===== config.mk =====
export PLATFORM = sky130hd
export DESIGN_NAME = fft_stage_sequencer
export DESIGN_NICKNAME = d
export VERILOG_FILES = /design/src/rtl/fft_pkg.sv /design/src/rtl/fft_addr_gen.sv /design/src/rtl/fft_stage_sequencer.sv
export SDC_FILE = /design/constraint.sdc
export NUM_CORES = 1
export LEC_CHECK = 0
export ABC_CLOCK_PERIOD_IN_PS = 4900
export CAP_MARGIN = 10
export CORE_MARGIN = 1.5
export CORE_UTILIZATION = 49
export DETAILED_ROUTE_END_ITERATION = 16
export PLACE_DENSITY = 0.87
export SETUP_SLACK_MARGIN = 0.15
export SLEW_MARGIN = 40
export SYNTH_ARGS = -nofsm -noshare
export SYNTH_HDL_FRONTEND = slang
export SYNTH_SLANG_ARGS = --single-unit

===== constraint.sdc =====
create_clock -name clk -period 4.9 [get_ports clk]
set_input_delay 0.49 -clock clk [delete_from_list [all_inputs] [get_ports clk]]
set_output_delay 0.49 -clock clk [all_outputs]
set_load 0.1 [all_outputs]

===== src/rtl/fft_pkg.sv =====
// Shared types and defaults for the in-place radix-2 DIF FFT sequencer.
// Latency: n/a (declarations only).
// Backpressure: n/a (declarations only).
package fft_pkg;

  // Sample width used by the butterfly datapath (sign-magnitude fixed point).
  localparam int DATA_W = 16;

  // Default log2 of the FFT size.
  localparam int FFT_LOG2N = 4;

  // Sequencer control states.
  typedef enum logic [1:0] {
    IDLE = 2'd0,
    RUN  = 2'd1,
    SYNC = 2'd2,
    DONE = 2'd3
  } seq_state_t;

endpackage


===== src/rtl/fft_addr_gen.sv =====
// Maps (stage, butterfly count) to the DIF address pair and twiddle index.
// Latency: purely combinational, zero cycles.
// Backpressure: none; the caller decides when the result is used.
module fft_addr_gen
  import fft_pkg::*;
#(
  parameter int LOG2N   = FFT_LOG2N,
  parameter int STAGE_W = 3
) (
  input  logic [STAGE_W-1:0] stage,
  input  logic [LOG2N-2:0]   bf_cnt,
  output logic [LOG2N-1:0]   addr_a,
  output logic [LOG2N-1:0]   addr_b,
  output logic [LOG2N-2:0]   k
);

  // The span is a power of two, so bf_cnt splits into a group part (high bits)
  // and a position part (low bits) with a mask; no divider is needed.
  logic [LOG2N-2:0] pos_mask;
  logic [LOG2N-2:0] pos;
  logic [LOG2N-2:0] grp_bits;
  logic [LOG2N-1:0] span;

  assign pos_mask = {(LOG2N-1){1'b1}} >> stage;
  assign pos      = bf_cnt & pos_mask;
  assign grp_bits = bf_cnt & ~pos_mask;
  assign span     = {1'b0, pos_mask} + 1'b1;

  // Group base is grp*2*span: shifting the group bits left by one inserts the
  // lower-wing bit, which is always zero for the upper-wing address.
  assign addr_a = {grp_bits, 1'b0} | {1'b0, pos};
  assign addr_b = addr_a | span;

  // Twiddle exponent pos<<stage; the truncation to LOG2N-1 bits is the mod N/2.
  assign k = pos << stage;

endmodule


===== src/rtl/fft_stage_sequencer.sv =====
// Runs LOG2N stages of N/2 in-place DIF butterflies over a sync RAM, writing each pair back one cycle after it is read.
// Latency: start -> done in LOG2N*(N/2+1)+1 cycles with hold low; reads to writes are exactly one cycle.
// Backpressure: hold stalls read issue in RUN only (an in-flight write still lands); optional per-stage scaling under FFT_SCALE_EN.
module fft_stage_sequencer
  import fft_pkg::*;
#(
  parameter int LOG2N   = FFT_LOG2N,
  parameter int STAGE_W = 3
) (
  input  logic               clk,
  input  logic               n_rst,
  input  logic               start,
  input  logic               hold,
`ifdef FFT_SCALE_EN
  input  logic [LOG2N-1:0]   scale_mask,
  output logic               bf_scale,
`endif
  output logic               busy,
  output logic               done,
  output logic [STAGE_W-1:0] stage,
  output logic               rd_en,
  output logic [LOG2N-1:0]   rd_addr_a,
  output logic [LOG2N-1:0]   rd_addr_b,
  output logic               wr_en,
  output logic [LOG2N-1:0]   wr_addr_a,
  output logic [LOG2N-1:0]   wr_addr_b,
  output logic [LOG2N-2:0]   tw_idx
);

  localparam logic [LOG2N-2:0]   BF_LAST    = '1;
  localparam logic [STAGE_W-1:0] STAGE_LAST = STAGE_W'(LOG2N - 1);

  seq_state_t       state;
  logic [LOG2N-2:0] bf_cnt;
  logic [LOG2N-1:0] gen_addr_a;
  logic [LOG2N-1:0] gen_addr_b;
  logic [LOG2N-2:0] gen_k;

  fft_addr_gen #(
    .LOG2N   (LOG2N),
    .STAGE_W (STAGE_W)
  ) u_addr_gen (
    .stage  (stage),
    .bf_cnt (bf_cnt),
    .addr_a (gen_addr_a),
    .addr_b (gen_addr_b),
    .k      (gen_k)
  );

  // Read issue is combinational so hold takes effect in the same cycle;
  // addresses are forced to zero whenever no read is issued.
  assign rd_en     = (state == RUN) && !hold;
  assign rd_addr_a = rd_en ? gen_addr_a : '0;
  assign rd_addr_b = rd_en ? gen_addr_b : '0;

  assign busy = (state != IDLE);
  assign done = (state == DONE);

  // Control FSM with butterfly and stage counters. SYNC is a one-cycle bubble
  // so the first read of a stage never hits the pair being written that cycle.
  always_ff @(posedge clk or negedge n_rst) begin
    if (!n_rst) begin
      state  <= IDLE;
      stage  <= '0;
      bf_cnt <= '0;
    end else begin
      case (state)
        IDLE: begin
          if (start) begin
            state  <= RUN;
            stage  <= '0;
            bf_cnt <= '0;
          end
        end
        RUN: begin
          if (rd_en) begin
            // Wraps to zero after the last pair, ready for the next stage.
            bf_cnt <= bf_cnt + 1'b1;
            if (bf_cnt == BF_LAST) begin
              state <= SYNC;
            end
          end
        end
        SYNC: begin
          if (stage == STAGE_LAST) begin
            state <= DONE;
          end else begin
            state <= RUN;
            stage <= stage + 1'b1;
          end
        end
        DONE: begin
          state <= IDLE;
        end
        default: begin
          state <= IDLE;
        end
      endcase
    end
  end

  // Write side: one-cycle delayed copy of the read request so the butterfly
  // outputs, produced from next-cycle RAM data, land on the same pair.
  always_ff @(posedge clk or negedge n_rst) begin
    if (!n_rst) begin
      wr_en     <= 1'b0;
      wr_addr_a <= '0;
      wr_addr_b <= '0;
      tw_idx    <= '0;
    end else begin
      wr_en     <= rd_en;
      wr_addr_a <= rd_addr_a;
      wr_addr_b <= rd_addr_b;
      tw_idx    <= rd_en ? gen_k : '0;
    end
  end

`ifdef FFT_SCALE_EN
  logic [LOG2N-1:0] mask_q;

  // Capture the per-stage scale mask once per run so it cannot change mid-FFT.
  always_ff @(posedge clk or negedge n_rst) begin
    if (!n_rst) begin
      mask_q <= '0;
    end else if ((state == IDLE) && start) begin
      mask_q <= scale_mask;
    end
  end

  // Scale flag travels with the write it applies to.
  always_ff @(posedge clk or negedge n_rst) begin
    if (!n_rst) begin
      bf_scale <= 1'b0;
    end else begin
      bf_scale <= rd_en && |(mask_q & (LOG2N'(1) << stage));
    end
  end
`endif

endmodule

==> metrics.txt, run 1 <==
Num CTS Buffers=3; DRT antenna net count=0; type of the worst min-delay path=in -> async; FMAX=354 MHz; area share of the largest cell type after synthesis=0.483; Syn-to-layout area delta=16.4%; PortBufs=29; Synth Flop Type=dfrtp_1; FF+latch area=500 um^2; row count=16; Die H=49.0 um; Die Wd=49.0 um; Placed Instances=144; unrepaired setup endpoints after global routing=false; initial antenna violation count=0; number of global-route vias before repair=712; clk_lat worst skew=280 ps; # DRC=0; H-tree lvl count=1; max_cap viols=0; number of synthesized flops with an enable pin=0; syn nets=104; largest net degree at the start of global routing=21; Via density=5.28; fill cell count=173; Synth cell types=30; final hold slack=135 ps; design area=1210 um^2; final net count=134; Sum Neg Setup Slack=0 ps; Crit path buffers/inverters=2; CTS Hold Bufs=0; antenna diode count=0; Setup CP Type=reg -> out; io pins=30; footprint of the multi-input gates=468 um^2; syn avg cell area=11.3 um^2; Worst Path Max Fanout=11; period utilization=0.577; drt pass-1 iters=4; fraction of registers with async set or reset after synthesis=1.00; via count=776; Fin Clk Skew=1.01 ps; largest area contributor in the synthesized netlist=dfrtp_1; Synth Instances=92; top cell types by occurrence after synthesis=20 x dfrtp_1, 8 x a22o_1, 8 x ha_1; Hold Vio Cnt, Final=0; WL/cell=12.9 um; Seq cells post-synth=20; status=finished clean; Placeable Area=1980 um^2; Placer Congestion=0.792; placed cell area=1180 um^2; Startpoint Class=register; root buf cell=clkbuf_4; first-pass GRT wire length=3250 um; initial core utilization=0.523; grt ovf=0; clk slew on worst S/H paths=100 ps; Clock Path Buffers=2; most common cell in the netlist=dfrtp_1; final worst path period need=2830 ps; crit-path max cell delay=510 ps; transition time of the tightest slew-check pin=490 ps; CTS tree=yes; layout cells sized above 1=0.333; post_cts resized=0; crit end category=output pin; synth warn=0; Worst path most repeated cell=ha_1; Post-Syn Area=1040 um^2; crit-path leading delay family=adder cells; synth top area cells=dfrtp_1 48%, ha_1 9.7%, a22o_1 6.8%; critical-path cell with the highest stage delay=dfrtp_1; Sinks on Clock Net=20; non-filler instance count after layout=147; die area=2400 um^2; Total Routed Length=1890 um; Critical Path AT=2340 ps; # setup viols final=0; critical-path cell list=ha_1, inv_1, ha_1, or4b_4, o21ai_2, a21oi_2, buf_2; First DRT Iteration DRCs=9; Post-DP HPWL=1390 um; Req. time, crit path=4410 ps; relative slew slack=0.675; post-CTS setup buffer count=0; fin. max-slew vios=0; GRT Util Overall=0.172; register area share after synthesis=0.483
cell type report:
cell class,count,share of cell area
sequential,20,0.415
multi-input combinational,61,0.388
inverter,7,0.0218
timing repair buffer,29,0.129
clock buffer,3,0.0187
tap,27,0.0280
cell usage in the layout (no fill, tap or decap), types with 4 or more instances in the layout:
cell,count
buf_2,27
ha_1,8
a22o_1,8
nand2_1,4
a21oi_1,7
dfrtp_1,20
o21ai_0,4
nor2_1,5
inv_1,7
registers in the layout (all words and copies together), names as in the netlist:
name	flops
wr_en	1
wr_addr_b	4
tw_idx	3
wr_addr_a	4
bf_cnt	3
state	2
stage	3
worst paths after layout:
kind	from	endpoint	slack, ps	cells past startpoint
min in group clk	bf_cnt[0]	bf_cnt[0]	640	1
max in group asynchronous	n_rst	wr_addr_b[1]	4460	1
worst min register to register	bf_cnt[0]	bf_cnt[0]	640	1
worst min-delay path	n_rst	tw_idx[2]	130	1
worst max register to register	stage[1]	wr_addr_b[1]	3030	6
worst max-delay path	stage[1]	rd_addr_b[1]	2070	7
metrics by stage:
step / utilization / setup WS (ps)
after global placement: 0.665 / 1760
after global routing: 0.609 / 1930
final: 0.609 / 2070
after CTS: 0.609 / 2080
after detailed placement: 0.597 / 2400
after floorplan: - / 998
layer usage:
layer  routed length, um  GRT usage
met5                   0          0
met4                  13     0.0286
met2                 923      0.288
met3                 128     0.0491
met1                 826      0.225
kinds of logic after synthesis:
group | after synthesis | synth area share
mux | 2 | 0.0217
simple gates | 25 | 0.155
buf+inv | 11 | 0.0652
compound gates | 26 | 0.179
fa+ha+maj | 8 | 0.0966
flops | 20 | 0.483
Power of run 1 is not shown: default switching activity piles up to over one toggle a cycle in this logic, so the estimate is an artifact.
==> run 2: changes to the inputs <==
- ABC_CLOCK_PERIOD_IN_PS: 4900 -> 2600
- CORE_UTILIZATION: 49 -> 41
- PLACE_DENSITY: 0.87 -> 0.78
- clock period: 4.9 -> 2.6 ns (I/O delays scaled with it)
==> run 2 against run 1 <==
- non-clock buffer count is 6 higher
- utilization up 1.3 points
- design area up 25%
- global-route usage shrank 0.73 points
- critical path type unchanged
==> metrics.txt, run 2 (synthesis gave the netlist of run 1 again) <==
Num CTS Buffers=3; max_cap viols=0; Worst Path Max Fanout=6; Total Routed Length=2110 um; WL/cell=13.4 um; worst r2r dst=wr_addr_b[1]; number of global-route vias before repair=697; io pins=30; Via density=5.11; Fin Clk Skew=14.2 ps; Hold Vio Cnt, Final=0; final net count=140; PortBufs=29; initial core utilization=0.426; die area=2840 um^2; Die Wd=53.3 um; DRT antenna net count=0; H-tree lvl count=1; registers with the most flip-flops=wr_addr_a x4, wr_addr_b x4; root buf cell=clkbuf_4; Critical Path AT=2090 ps; grt ovf=0; clk_lat worst skew=310 ps; Clock Path Buffers=2; status=finished clean; final worst path period need=2350 ps; clk slew on worst S/H paths=110 ps; Setup CP Type=reg -> out; FMAX=425 MHz; drt pass-1 iters=4; # setup viols final=0; fin. max-slew vios=0; crit end category=output pin; r2r worst-path depth=6; relative slew slack=0.703; period utilization=0.905; antenna diode count=0; most common cell after layout, fill and taps aside=buf_4; via count=802; layout cells sized above 1=0.441; flop2flop setup slack=860 ps; Reg-to-Reg Start=stage[0]; DP Worst Slack=479 ps; transition time of the tightest slew-check pin=445 ps; type of the worst min-delay path=in -> async; unrepaired setup endpoints after global routing=false; first-pass GRT wire length=3260 um; Req. time, crit path=2340 ps; Startpoint Class=register; row count=18; CTS tree=yes; Placer Congestion=0.746; First DRT Iteration DRCs=19; Die H=53.3 um; Sum Neg Setup Slack=0 ps; commonest cells after routing, fill and taps aside=22 x buf_4, 17 x dfrtp_1, 9 x buf_12; largest net degree at the start of global routing=21; Syn-to-layout area delta=46.0%; Worst Setup Slack, final=247 ps; initial antenna violation count=0; # DRC=0; GRT Util Overall=0.164; Sinks on Clock Net=20; Placeable Area=2430 um^2; Post-DP HPWL=1560 um
run 2: changes by cell type in the layout (fill, tap and decap cells not counted), moves of 4 or more:
cell,change
a21oi_1,-4
a21oi_4,+4
buf_12,+9
buf_2,-26
buf_4,+22
run 2: area by class of cell:
type,instances,area [um^2]
clock buffer,4,26.3
tap,30,37.5
inverter,7,26.3
fill,204,920
sequential,20,504
timing repair buffer,35,380
multi-input combinational,61,538
run 2: routing by layer:
layer  routed length (um)  share of wire  GRT usage  up-vias
li1                     -              -          -      396
met1                  925           0.44      0.211      377
met2                 1050           0.50      0.267       24
met3                   82          0.039     0.0254        5
met4                   49          0.023     0.0769        0
met5                    0              0          0        -
run 2: worst max-delay path by stage:
stage / start / end / slack, ps / cells after the start
after global routing: stage[0] / rd_addr_b[1] / 150 / 7
after global placement: stage[1] / rd_addr_b[1] / 530 / 7
after CTS: stage[1] / rd_addr_b[1] / 160 / 7
final: stage[0] / rd_addr_b[1] / 250 / 7
after detailed placement: stage[1] / rd_addr_b[1] / 480 / 7
after floorplan: stage[0] / rd_addr_b[2] / 190 / 6
run 2: what timing repair did:
item | in CTS | in global routing
endpoints found under the setup margin | 1 | 1
gates resized for setup | 1 | 1
hold buffers | 1 | 0
buffers inserted | 0 | 5
endpoints found under the hold margin | 20 | 0
run 2: critical path, stage by stage, from the launching register on:
cell and delay, ps:
dfrtp_2 460, ha_1 230, inv_1 110, ha_4 170, or4b_4 460, o21ai_2 90, a21oi_4 80, buf_12 170
run 2: metrics by stage:
stage	cells	instance area, um^2	utilization	hold slack (ps)
2_1_floorplan	92	1100	-	-35.6
3_3_place_gp	147	1430	0.588	533
3_5_place_dp	147	1430	0.586	235
4_1_cts	152	1470	0.602	422
5_1_grt	157	1510	0.622	447
6_report	157	1510	0.622	405
Power of run 2 is left out for the same reason.
